==> src/rtl/aim_cursor.sv <==
// Aim cursor: 1..NPOS position stepped manually or by a ping-pong sweep, frozen by lock.
// Define AIM_CURSOR_SWEEP_EN to build the SWEEP state and its direction register.
module aim_cursor #(
  parameter int NPOS   = 9,
  parameter int PW     = 4,
  parameter int CENTER = 5,
  parameter int WRAP   = 0
) (
  input  logic          clk,
  input  logic          reset,
  input  logic          tick,
  input  logic          left,
  input  logic          right,
  input  logic          sweep,
  input  logic          lock,
  output logic [PW-1:0] pos,
  output logic          locked,
  output logic          moved
);

  localparam logic [PW-1:0] ONE      = PW'(1);
  localparam logic [PW-1:0] TWO      = PW'(2);
  localparam logic [PW-1:0] NPOS_P   = PW'(NPOS);
  localparam logic [PW-1:0] CENTER_P = PW'(CENTER);

`ifdef AIM_CURSOR_SWEEP_EN
  typedef enum logic [1:0] {MANUAL = 2'd0, SWEEP = 2'd1, LOCKED = 2'd2} state_t;
  logic dir_up;
`else
  typedef enum logic {MANUAL = 1'b0, LOCKED = 1'b1} state_t;
  logic unused_sweep;
  assign unused_sweep = sweep;
`endif

  state_t        state;
  logic          illegal;
  logic [PW-1:0] man_next;

  assign illegal = (pos == '0) || (pos > NPOS_P);

  always_comb begin
    man_next = pos;
    if (left && !right)
      man_next = (pos == ONE) ? ((WRAP != 0) ? NPOS_P : ONE) : pos - ONE;
    else if (right && !left)
      man_next = (pos == NPOS_P) ? ((WRAP != 0) ? ONE : NPOS_P) : pos + ONE;
  end

`ifdef AIM_CURSOR_SWEEP_EN
  // Sweep bounces off the ends in a single tick, so it never dwells at 1 or NPOS.
  logic [PW-1:0] swp_next;
  logic          swp_dir;
  always_comb begin
    swp_dir  = dir_up;
    swp_next = pos;
    if (dir_up) begin
      if (pos == NPOS_P) begin swp_next = NPOS_P - ONE; swp_dir = 1'b0; end
      else swp_next = pos + ONE;
    end else begin
      if (pos == ONE) begin swp_next = TWO; swp_dir = 1'b1; end
      else swp_next = pos - ONE;
    end
  end
`else
  logic [PW-1:0] unused_two;
  assign unused_two = TWO;
`endif

  always_ff @(posedge clk) begin
    if (reset) begin
      pos    <= CENTER_P;
      state  <= MANUAL;
      locked <= 1'b0;
      moved  <= 1'b0;
`ifdef AIM_CURSOR_SWEEP_EN
      dir_up <= 1'b1;
`endif
    end else begin
      moved <= 1'b0;
      if (state != LOCKED) begin
        if (illegal) begin
          pos   <= CENTER_P;
          moved <= 1'b1;
        end
        if (lock) begin
          state  <= LOCKED;
          locked <= 1'b1;
        end
`ifdef AIM_CURSOR_SWEEP_EN
        else if (state != SWEEP && sweep)
          state <= SWEEP;
        else if (state == SWEEP && !sweep)
          state <= MANUAL;
        else if (tick && !illegal) begin
          if (state == SWEEP) begin
            pos    <= swp_next;
            dir_up <= swp_dir;
            moved  <= (swp_next != pos);
          end else begin
            pos   <= man_next;
            moved <= (man_next != pos);
          end
        end
`else
        else if (tick && !illegal) begin
          pos   <= man_next;
          moved <= (man_next != pos);
        end
`endif
      end
    end
  end

endmodule
==> config.mk <==
export PLATFORM = sky130hd
export DESIGN_NAME = aim_cursor
export DESIGN_NICKNAME = d
export VERILOG_FILES = /design/src/rtl/aim_cursor.sv
export SDC_FILE = /design/constraint.sdc
export NUM_CORES = 1
export LEC_CHECK = 0
export BUFFER_PORTS_ARGS = -buffer_cell sky130_fd_sc_hd__buf_2
export CELL_PAD_IN_SITES_DETAIL_PLACEMENT = 1
export CELL_PAD_IN_SITES_GLOBAL_PLACEMENT = 1
export CORE_ASPECT_RATIO = 1.1
export CORE_MARGIN = 4
export CORE_UTILIZATION = 30
export DETAILED_ROUTE_END_ITERATION = 8
export GPL_ROUTABILITY_DRIVEN = 1
export PLACE_DENSITY = 0.62
export SLEW_MARGIN = 0
export SYNTH_ARGS = -nofsm -noshare
export SYNTH_HDL_FRONTEND = slang
export SYNTH_SLANG_ARGS = --single-unit
==> constraint.sdc <==
create_clock -name clk -period 1.7 [get_ports clk]
set_input_delay 0.17 -clock clk [delete_from_list [all_inputs] [get_ports clk]]
set_output_delay 0.17 -clock clk [all_outputs]
set_load 0.02 [all_outputs]
* Word-level counts from Yosys, hierarchy flattened
Index checks and enable logic that the tools add are counted.
** Storage, ports and cells
- Memories kept :: 0
- Bits in latches :: 0
- Input bits :: 7
- ROM bits :: 0
- RAM bits :: 0
- Register bits :: 7
** Operators by class
- Order comparisons :: 1
- Shift-type cells :: 0
- Muxes and demuxes :: 12
- Reduce and logical (&&, ||, !) cells :: 10
- Multiply operators :: 0
- Bitwise operators :: 1
- $add $sub $neg :: 2
- Eq/ne operators :: 3
- Div/mod/pow operators :: 0
** Operators by type and width (count)
- 4-bit two-way mux :: 7
- 1-bit two-way mux :: 5
- 4-bit by 1-bit adder with 4-bit output, second input constant :: 1
- 4-bit by 1-bit equality test with 1-bit output, second input constant :: 1
- 4-bit equality test, second input constant :: 1
- 4-bit > comparator, second input constant :: 1
- 4-bit zero test :: 1
- 4-bit inequality test :: 1
- 4-bit by 1-bit subtractor with 4-bit output, second input constant :: 1
- 1-bit logical AND :: 3
- 1-bit zero test :: 3
- 2-bit AND reduction :: 1
- 2-bit OR reduction :: 1
- 1-bit logical OR :: 1
- 1-bit NOT :: 1

* Logic depth before layout (Yosys ltp)
Gate-level depths: netlist of the first run.
- Depth after elaboration :: 7
- Gate-level depth with buffers :: 6

* Worst setup path after synthesis of the first run
Ideal clock, no wire load.
- Path kind :: reg2reg
- Start :: register pos[1]
- End :: register moved
- Stages on the path, launching flop included :: 7
- Path buffers :: 0
- Setup time :: 0.127 ns
- Arrival :: 1.600 ns
- Data required time :: 1.573 ns
- Period minus slack after synthesis :: 1.727 ns
- Setup slack :: -0.027 ns
- Cells stage by stage :: dfxtp_1 > inv_1 > ha_1 > and3b_1 > o31ai_2 > xnor2_1 > a31oi_1
** Between the ends
- Longest elaborated chain between the ends :: 7
- Elaborated cells on any way between the ends :: 17
- Classes of those cells :: add/sub: 2; order compare: 1; eq/ne: 3; mux: 7; reduce/logical: 4
** RTL lines
- start: declaration :: RTL line 16 : output logic [PW-1:0] pos,
- start signal: assignment :: RTL line 106 : pos <= man_next;
- 4-bit by 1-bit adder with 4-bit output or 4-bit equality test (tied branches) :: RTL line 46 : man_next = (pos == NPOS_P) ? ((WRAP != 0) ? ONE : NPOS_P) : pos + ONE;
- 4-bit two-way mux :: RTL line 46
- 4-bit two-way mux :: RTL line 45 : else if (right && !left)
- 4-bit two-way mux :: RTL line 43 : if (left && !right)
- 4-bit inequality test :: RTL line 107 : moved <= (man_next != pos);
- 1-bit two-way mux :: RTL line 105 : else if (tick && !illegal) begin
- 1-bit two-way mux * :: RTL line 85 : if (lock) begin
- end signal: assignment :: RTL line 107
- end: declaration :: RTL line 18 : output logic moved
Every way passes the cells marked *; elsewhere a longest branch is shown, timed or not.
A chain may end at the register's enable or synchronous reset.

* Worst setup path after layout of the first run
- Start :: register pos[1]
- End :: register pos[2]
** Between the ends
- Longest elaborated chain between the ends :: 6
- Elaborated cells on any way between the ends :: 16
- Classes of those cells :: add/sub: 2; order compare: 1; eq/ne: 2; mux: 7; reduce/logical: 4
** RTL lines (RTL line)
- 4-bit by 1-bit adder with 4-bit output, or another cell as far along :: 46
- 4-bit two-way mux or 1-bit logical OR (tied branches) :: 46, 39
- 4-bit two-way mux or 1-bit zero test (tied branches) :: 45, 105
- 4-bit two-way mux or 1-bit logical AND (tied branches) :: 43, 105
- 4-bit two-way mux :: 105
- 4-bit two-way mux * :: 85
Marked as above.

==> results of run 1 <==
[flip-flops by register name (all words and copies together), names as in the netlist]
register and cells:
moved 1, locked 1, state 1, pos 4
[where the power goes]
group	internal [mW]	switching, mW	leakage (nW)	total, mW
Combinational	0.0513	0.0671	0.250	0.118
Sequential	0.172	0.00955	0.0574	0.182
Clock	0.0895	0.0604	0.0150	0.150
Total	0.313	0.137	0.322	0.450
[critical path: stages (launching register included)]
cell,delay [ns]
dfxtp_2,0.32
inv_1,0.10
ha_1,0.31
o21bai_4,0.11
a21oi_2,0.21
o21ai_0,0.11
a211o_1,0.27
[cell families after synthesis]
group                      count (synthesis)  share of synthesized area [%]
and+or+nand+nor                           27                           25.9
xor gates and xnor gates                   4                           5.30
AOI/OAI and AO/OA                         22                           28.0
muxes                                      1                           1.52
buffers and inverters                     10                           8.52
adders and majority gates                  5                           9.47
DFF                                        7                           21.2
[cell usage after synthesis, types with 2 or more instances]
cell type	count	share of area (%)
ha_1	5	9.5
xnor2_1	2	2.7
xor2_1	2	2.7
dfxtp_1	7	21
a21oi_2	2	2.7
buf_4	3	3.4
a31oi_1	2	1.9
nand3_1	2	1.5
nand2_1	3	1.7
o21ai_0	4	3.0
inv_1	6	3.4
o311ai_1	2	2.7
nand3b_1	2	2.3
nor2_1	8	4.5
o21ai_1	2	1.5
a21oi_1	2	1.5
nor2b_1	2	1.9
[layout make-up]
type / count / area share [%]
Sequential cell: 7 / 18.2
Timing Repair Buffer: 16 / 11.8
Multi-Input combinational cell: 59 / 59.4
Inverter: 6 / 2.87
Clock buffer: 4 / 3.34
Tap cell: 28 / 4.46
[path summary, 6_finish.rpt]
kind | endpoint | slack, ns | cells after the start
max | pos[2] | 0.15 | 6
min | pos[1] | 0.16 | 2
max reg2reg | pos[2] | 0.15 | 6
min reg2reg | locked | 0.47 | 2
[metrics by stage]
step | hold WS (ns) | util [%]
6_report | 0.163 | 38.5
5_1_grt | 0.158 | 38.5
2_1_floorplan | 0.232 | -
4_1_cts | 0.162 | 38.4
3_3_place_gp | 0.428 | 37.1
3_5_place_dp | 0.427 | 37.1
[metal layers]
layer | share of wire [%] | routed length, um | global-route usage (%)
met1 | 51 | 799 | 16.7
met2 | 47 | 737 | 19.1
met3 | 2.7 | 43 | 1.04
met4 | 0 | 0 | 5.47
met5 | 0 | 0 | 0
==> qor.txt, run 1 <==
Core area: 2040 um2
DRC: 0
Total Power: 450 uW
Syn Inst Count: 76
Clock Skew: 0.00760 ns
Final hold vios: 0
Die H: 57.2 um
Layout Cells excl Fill: 120
Clock transition at path regs: 0.06 ns
Ant diodes: 0
Placer Congestion: 0.722
Area grow syn2layout: 18.9%
CTS Buffer Depth: 2
Post-synth EDFFs: 0
I/O Pins: 13
IO buf count: 11
Highest-count cells in the layout ignoring fill and taps: 11 x buf_2, 8 x nor2_1, 5 x inv_1, 5 x dfxtp_1, 5 x buf_4
Root Buffer: clkbuf_4
GRT Total Usage: 12.2%
CTS Sinks: 7
Global route overflow: 0
Main flop type after synthesis: dfxtp_1
YS warnings: 0
Hold path start: reset
H-tree levels: 1
CTS Hold Bufs: 0
CTS Buf Count: 3
DRT Pass-1 Iters: 4
Final WL: 1.58 mm
DRT iter0 DRCs: 2
Class of the worst hold path: in2reg
Worst-Margin Slew: 0.448 ns
Max Cap Viol: 0
Critical Path Source Type: flip-flop
Avg Cell Area, Syn: 8.69 um2
CTS tree: built
Arr. time, crit path: 1.68 ns
Slew margin rel.: 70.1%
Sequential area share after synthesis: 21.2%
Period utilisation layout: 91.1%
Yosys cell types: 37
Setup violations, final: 0
Status: complete, no violations
Dpl cells: 116
Vias in the first global route: 630
Ratio of cells with drive above 1 in the final layout: 35.9%
Worst setup margin: 0.152 ns
First-pass GRT wire length: 2.88 mm
Critical path data required time: 1.83 ns
Crit end category: flip-flop
Design area: 786 um2
Core Rows: 17
Static Leak: 0.322 nW
Unrepaired setup endpoints after global routing: no
Crit path launch: pos[1]
Peak supply drop: 0.231 mV
Initial antenna violation count: 0
Largest net degree at the start of global routing: 12
Syn Nets: 88
DR vias/cell: 4.95
Initial Util: 32.4%
Post-synth ARST share: 0%
Crit Path Class: reg2reg
DP HPWL: 1.26 mm
Multi-input logic area: 467 um2
Place WS: 0.119 ns
Sequential cell area: 143 um2
FMAX: 0.646 GHz
Fin crit period: 1.55 ns
DR WL/cell: 13.2 um
Total number of vias: 594
Leading cell type in the layout, fill and taps excluded: buf_2
Final Net Count: 105
Post-CTS sizing: 0
Die W: 52.7 um
FF-to-FF Start: pos[1]
Final ANT Viol Nets: 0
Synth Cell Area: 661 um2
# Post-CTS Setup Buffers: 0
Critical-path maximum fanout: 5
#FFs+latches synth: 7
Die area: 3020 um2
TNS Setup: 0 ns
Placed Area: 757 um2
Worst skew pair latency: 0.25 ns
Fillers: 267
Max Slew Vio Count: 0
Pwr dens: 573 nW/um2
(Power assumes the default switching activity.)
==> run 2, diff against run 1 <==
--- a/config.mk
+++ b/config.mk
@@ -13,7 +13,7 @@
 export CORE_UTILIZATION = 30
 export DETAILED_ROUTE_END_ITERATION = 8
 export GPL_ROUTABILITY_DRIVEN = 1
-export PLACE_DENSITY = 0.62
+export PLACE_DENSITY_LB_ADDON = 0.1
 export SLEW_MARGIN = 0
 export SYNTH_ARGS = -nofsm -noshare
 export SYNTH_HDL_FRONTEND = slang
==> run 2 against run 1 <==
Worst setup slack lost 0.023 ns. Flip-flop and latch count stayed put. Critical path depth is the same. Non-clock buffer count down 1. Sequential power about the same. Count of clock-buffer cells in the layout unchanged. Hold slack better by 0.0058 ns. Sequential share of layout area grew 0.38 points. Cell count is 0.83% lower. Largest power group unchanged. Via count fell by 0.84%. Die area unchanged. Clock skew shrank 0.0018 ns.
==> qor.txt, run 2 (same netlist as run 1, synthesis figures left out) <==
IO buf count: 11 (unchanged)
Unrepaired setup endpoints after global routing: no
Crit Path Class: reg2reg
Setup violations, final: 0 (unchanged)
DRC: 0 (unchanged)
Worst skew pair latency: 0.25 ns (about the same)
Arr. time, crit path: 1.72 ns (+0.04 ns)
CTS Buf Count: 3 (unchanged)
Die W: 52.7 um (unchanged)
First-pass GRT wire length: 2.79 mm (-3.4%)
Place WS: 0.0945 ns (-0.0242 ns)
Ant diodes: 0 (unchanged)
Worst setup margin: 0.129 ns (-0.0230 ns)
Final Net Count: 104 (-0.95%)
Vias in the first global route: 598 (-5.1%)
Fin crit period: 1.57 ns (+0.0230 ns)
FF-to-FF Start: pos[0]
Crit path launch: pos[0]
Max reg flops: 4 (unchanged)
Clock Skew: 0.00578 ns (-0.00182 ns)
CTS tree: built
Max Cap Viol: 0 (unchanged)
Static Leak: 0.322 nW (about the same)
Max Slew Vio Count: 0 (unchanged)
Total number of vias: 589 (-0.84%)
TNS Setup: 0 ns (unchanged)
Die H: 57.2 um (unchanged)
Area grow syn2layout: 18.6%
Fillers: 264 (-1.1%)
Final ANT Viol Nets: 0 (unchanged)
Final WL: 1.70 mm (+7.4%)
Max incr delay on CP: 0.37 ns (+0.05 ns)
Initial antenna violation count: 0 (unchanged)
GRT Total Usage: 12.4% (+0.22 points)
DR WL/cell: 14.3 um (+8.3%)
Period utilisation layout: 92.4% (+1.4 points)
CTS Buffer Depth: 2 (unchanged)
Critical path data required time: 1.85 ns (+0.02 ns)
DRT iter0 DRCs: 2 (unchanged)
Post-CTS sizing: 0 (unchanged)
Placer Congestion: 0.778 (+7.8%)
DP HPWL: 1.30 mm (+3.1%)
Global route overflow: 0 (unchanged)
Final Core Density: 38.4% (-0.12 points)
Peak supply drop: 0.258 mV (+11%)
Root Buffer: clkbuf_4
Final hold vios: 0 (unchanged)
Pwr dens: 580 nW/um2 (+1.1%)
Status: complete, no violations
# Post-CTS Setup Buffers: 0 (unchanged)
CTS Sinks: 7 (unchanged)
Core Rows: 17 (unchanged)
Critical-path maximum fanout: 7 (+2)
Initial Util: 32.4% (unchanged)
Critical Path Source Type: flip-flop
Total Power: 454 uW (+0.82%)
Leading cell type in the layout, fill and taps excluded: buf_2
Slowest cell on the critical path: dfxtp_4
Highest-count cells in the layout ignoring fill and taps: 11 x buf_2, 8 x nor2_1, 6 x inv_1
Die area: 3020 um2 (unchanged)
DRT Pass-1 Iters: 3 (-1)
CTS Hold Bufs: 0 (unchanged)
Worst-Margin Slew: 0.414 ns (-0.0341 ns)
FMAX: 0.636 GHz (-1.5%)
Ratio of cells with drive above 1 in the final layout: 34.1% (-1.8 points)
Most flop-heavy register: pos
Slew margin rel.: 72.4% (+2.3 points)
Crit path cell chain: inv_1, ha_1, o21bai_4, a21oi_2, o21ai_0, a211o_1
Largest net degree at the start of global routing: 12 (unchanged)
I/O Pins: 13 (unchanged)
Hold path start: reset
H-tree levels: 1 (unchanged)
Clock transition at path regs: 0.06 ns (about the same)
DR vias/cell: 4.95 (about the same)
Core area: 2040 um2 (unchanged)
Class of the worst hold path: in2reg
Crit end category: flip-flop
-- run 2: through the flow --
stage | instance area [um2] | hold WS, ns | cells
final | 783 | 0.169 | 119
after global routing | 783 | 0.178 | 119
after CTS | 776 | 0.170 | 119
after detailed placement | 749 | 0.435 | 115
after global placement | 749 | 0.425 | 115
after floorplan | 663 | 0.232 | 76
-- run 2: final timing paths --
kind	to	slack, ns	cells after the start
worst min register to register	locked	0.47	2
worst max-delay path	pos[2]	0.13	6
worst max register to register	pos[2]	0.13	6
worst min-delay path	pos[1]	0.17	2
-- run 2: where the power goes --
part           leakage, nW  total, mW  switching (mW)  internal (mW)
sequential          0.0578      0.181         0.00954          0.171
combinational        0.250      0.117          0.0683         0.0484
clock               0.0150      0.156          0.0665         0.0899
total                0.322      0.454           0.144          0.310
-- run 2: area by class of cell --
| class | count | area [um2] | share of cell area, % |
|---|---|---|---|
| Tap cell | 28 | 35.0 | 4.47 |
| Multi-Input combinational cell | 59 | 469 | 59.9 |
| Timing Repair Buffer | 15 | 85.1 | 10.9 |
| Clock buffer | 4 | 26.3 | 3.35 |
| Inverter | 6 | 22.5 | 2.88 |
| Sequential cell | 7 | 145 | 18.5 |
-- run 2: critical path, delay by kind of cell (launching register included) --
kind            cells  cell delay, ns
compound gates      4            0.70
flops               1            0.37
fa+ha+maj           1            0.24
buf+inv             1            0.15
-- run 2: layer usage --
layer | vias to the layer above | part of all wire (%) | GRT usage [%]
met5 | - | 0 | 0
met4 | 0 | 1.2 | 5.47
met3 | 2 | 3.2 | 2.61
met2 | 8 | 48 | 20.0
met1 | 280 | 48 | 15.7
li1 | 299 | - | -
==> run 3, diff against run 2 <==
==> constraint.sdc (replaced) <==
create_clock -name clk -period 1.7 [get_ports clk]
set_input_delay 0.17 -clock clk [delete_from_list [all_inputs] [get_ports clk]]
set_output_delay 0.17 -clock clk [all_outputs]
set_load 0.01 [all_outputs]
==> run 3 against run 2 <==
Combinational power fell by 5%. Count of clock-buffer cells in the layout is the same. Non-clock buffer count is 1 lower. Critical path depth unchanged. Worst setup slack worse by 0.019 ns. Final area shrank 2.2%. Sequential share of layout area shrank 0.23 points. Utilization down 0.86 points. Clock skew fell by 0.0045 ns. Cell count decreased by 0.84%. Global-route usage rose by 0.31 points. First-iteration DRC count rose by 50%. Critical path type unchanged. Critical endpoint is now moved. Highest routed layer unchanged.
==> qor.txt, run 3 (same netlist as run 1, synthesis figures left out) <==
Status: complete, no violations
Grt met1 use: 15.5% (-0.16 points)
Area grow syn2layout: 15.9%
Vias in the first global route: 593 (-0.84%)
I/O Pins: 13 (unchanged)
TNS Setup: 0 ns (unchanged)
Clock Skew: 0.00129 ns (-0.00449 ns)
Ratio of cells with drive above 1 in the final layout: 30.0% (-4.1 points)
GRT Total Usage: 12.7% (+0.31 points)
Most flop-heavy register: pos
Final WL: 1.66 mm (-2.0%)
Reg2reg setup slack: 0.11 ns (-0.02 ns)
Leading cell type in the layout, fill and taps excluded: buf_2
Class of the worst hold path: in2reg
Arr. time, crit path: 1.78 ns (+0.06 ns)
Static Leak: 0.316 nW (-2.1%)
Crit Path Class: reg2reg
# Post-CTS Setup Buffers: 0 (unchanged)
Final ANT Viol Nets: 0 (unchanged)
Die W: 52.7 um (unchanged)
Worst Hold End: pos[1]
Initial Util: 32.4% (unchanged)
Die H: 57.2 um (unchanged)
Slew margin rel.: 68.9% (-3.5 points)
DR WL/cell: 14.1 um (-1.2%)
FF-to-FF Start: pos[0]
R2R Path End: moved
Met3 Use GR: 1.57% (-1.0 points)
Net Sw Frac: 31.7% (-0.054 points)
Period utilisation layout: 93.6% (+1.1 points)
Worst-Margin Slew: 0.466 ns (+0.0518 ns)
Total number of vias: 593 (+0.68%)
Setup violations, final: 0 (unchanged)
First-pass GRT wire length: 2.86 mm (+2.5%)
CTS tree: built
CTS Buffer Depth: 2 (unchanged)
Hold path start: reset
Post-CTS sizing: 0 (unchanged)
Core area: 2040 um2 (unchanged)
Clock network power share: 35.8% (+1.4 points)
Critical path data required time: 1.88 ns (+0.03 ns)
Final hold vios: 0 (unchanged)
Worst setup margin: 0.109 ns (-0.0194 ns)
Placer Congestion: 0.714 (-8.3%)
Initial antenna violation count: 0 (unchanged)
P_int: 309 uW (-0.14%)
Max reg flops: 4 (unchanged)
GR peak layer: met2
Max Cap Viol: 0 (unchanged)
Global route overflow: 0 (unchanged)
Design area: 766 um2 (-2.2%)
GRT met2 Usage: 20.9% (+0.89 points)
Unrepaired setup endpoints after global routing: no
Max Slew Vio Count: 0 (unchanged)
IO buf count: 11 (unchanged)
Root Buffer: clkbuf_4
Pwr dens: 592 nW/um2 (+2.1%)
DR vias/cell: 5.03 (+1.5%)
Worst skew pair latency: 0.26 ns (about the same)
Highest-count cells in the layout ignoring fill and taps: 11 x buf_2, 8 x nor2_1, 7 x dfxtp_1
CTS Sinks: 7 (unchanged)
DRT iter0 DRCs: 3 (+1)
Place WS: 0.103 ns (+0.00893 ns)
R2r worst-path depth: 6 (unchanged)
Placed Area: 739 um2 (-1.3%)
Sequential Power Share: 39.8% (about the same)
FMAX: 0.629 GHz (-1.2%)
Logic pwr share: 24.4% (-1.3 points)
CTS Buf Count: 3 (unchanged)
Ant diodes: 0 (unchanged)
CTS Hold Bufs: 0 (unchanged)
Fillers: 271 (+2.7%)
Crit end category: flip-flop
Die area: 3020 um2 (unchanged)
Fin crit period: 1.59 ns (+0.0194 ns)
H-tree levels: 1 (unchanged)
Psw: 144 uW (-0.39%)
Worst Hold Depth: 2 (unchanged)
Core Rows: 17 (unchanged)
Largest net degree at the start of global routing: 12 (unchanged)
DRT Pass-1 Iters: 4 (+1)
DP HPWL: 1.31 mm (+0.52%)
Final Net Count: 103 (-0.96%)
Critical Path Source Type: flip-flop
Peak supply drop: 0.258 mV (+0.12%)
Critical-path maximum fanout: 5 (-2)
Clock transition at path regs: 0.06 ns (about the same)
DRC: 0 (unchanged)
==> run 3: cell types whose count changed in the layout (fill, tap and decap cells not counted) <==
cell	change
dfxtp_2	-1
a211oi_2	-1
dfxtp_4	-1
a211oi_1	+1
dfxtp_1	+2
buf_4	-1
==> run 3: power by group through the flow <==
stage                     logic, mW  clock network [mW]  registers [mW]
after floorplan              0.0750                   0           0.187
after global placement        0.111                   0           0.183
after detailed placement      0.111                   0           0.184
after CTS                     0.112               0.167           0.180
after global routing          0.124               0.173           0.182
final                         0.111               0.162           0.180
==> run 3: worst max-delay path, cell delays in order, from the launching register on <==
cell and delay, ns:
dfxtp_1 0.36, inv_1 0.12, ha_1 0.26, o21bai_4 0.23, a21oi_2 0.11, a211o_2 0.31
a31oi_1 0.13
==> run 3: routing by layer <==
| metal | up-vias | part of all wire [%] |
|---|---|---|
| li1 | 300 | - |
| met1 | 280 | 47 |
| met2 | 9 | 49 |
| met3 | 4 | 1.6 |
| met4 | 0 | 2.6 |
| met5 | - | 0 |
==> run 3: cell type report <==
cell class                 count  area, um2  area share (%)
multi-input combinational     59        464            60.6
sequential                     7        140            18.3
timing repair buffer          14       77.6            10.1
tap                           28       35.0            4.58
clock buffer                   4       26.3            3.43
inverter                       6       22.5            2.94
==> run 3: metrics by stage <==
stage / util, % / cells / power (mW) / hold slack (ns)
floorplan: - / 76 / 0.262 / 0.239
global route: 37.5 / 118 / 0.479 / 0.174
detailed placement: 36.2 / 114 / 0.295 / 0.439
finish: 37.5 / 118 / 0.453 / 0.163
CTS: 37.5 / 118 / 0.459 / 0.167
global placement: 36.2 / 114 / 0.295 / 0.425
==> run 3: worst max path at each step <==
| stage | from | endpoint | slack [ns] | cells after the start |
|---|---|---|---|---|
| floorplan | pos[1] | moved | 0.06 | 6 |
| global placement | pos[1] | pos[2] | 0.14 | 6 |
| detailed placement | pos[0] | moved | 0.10 | 6 |
| CTS | pos[0] | moved | 0.08 | 6 |
| global route | pos[1] | moved | 0.002 | 6 |
| finish | pos[0] | moved | 0.11 | 6 |
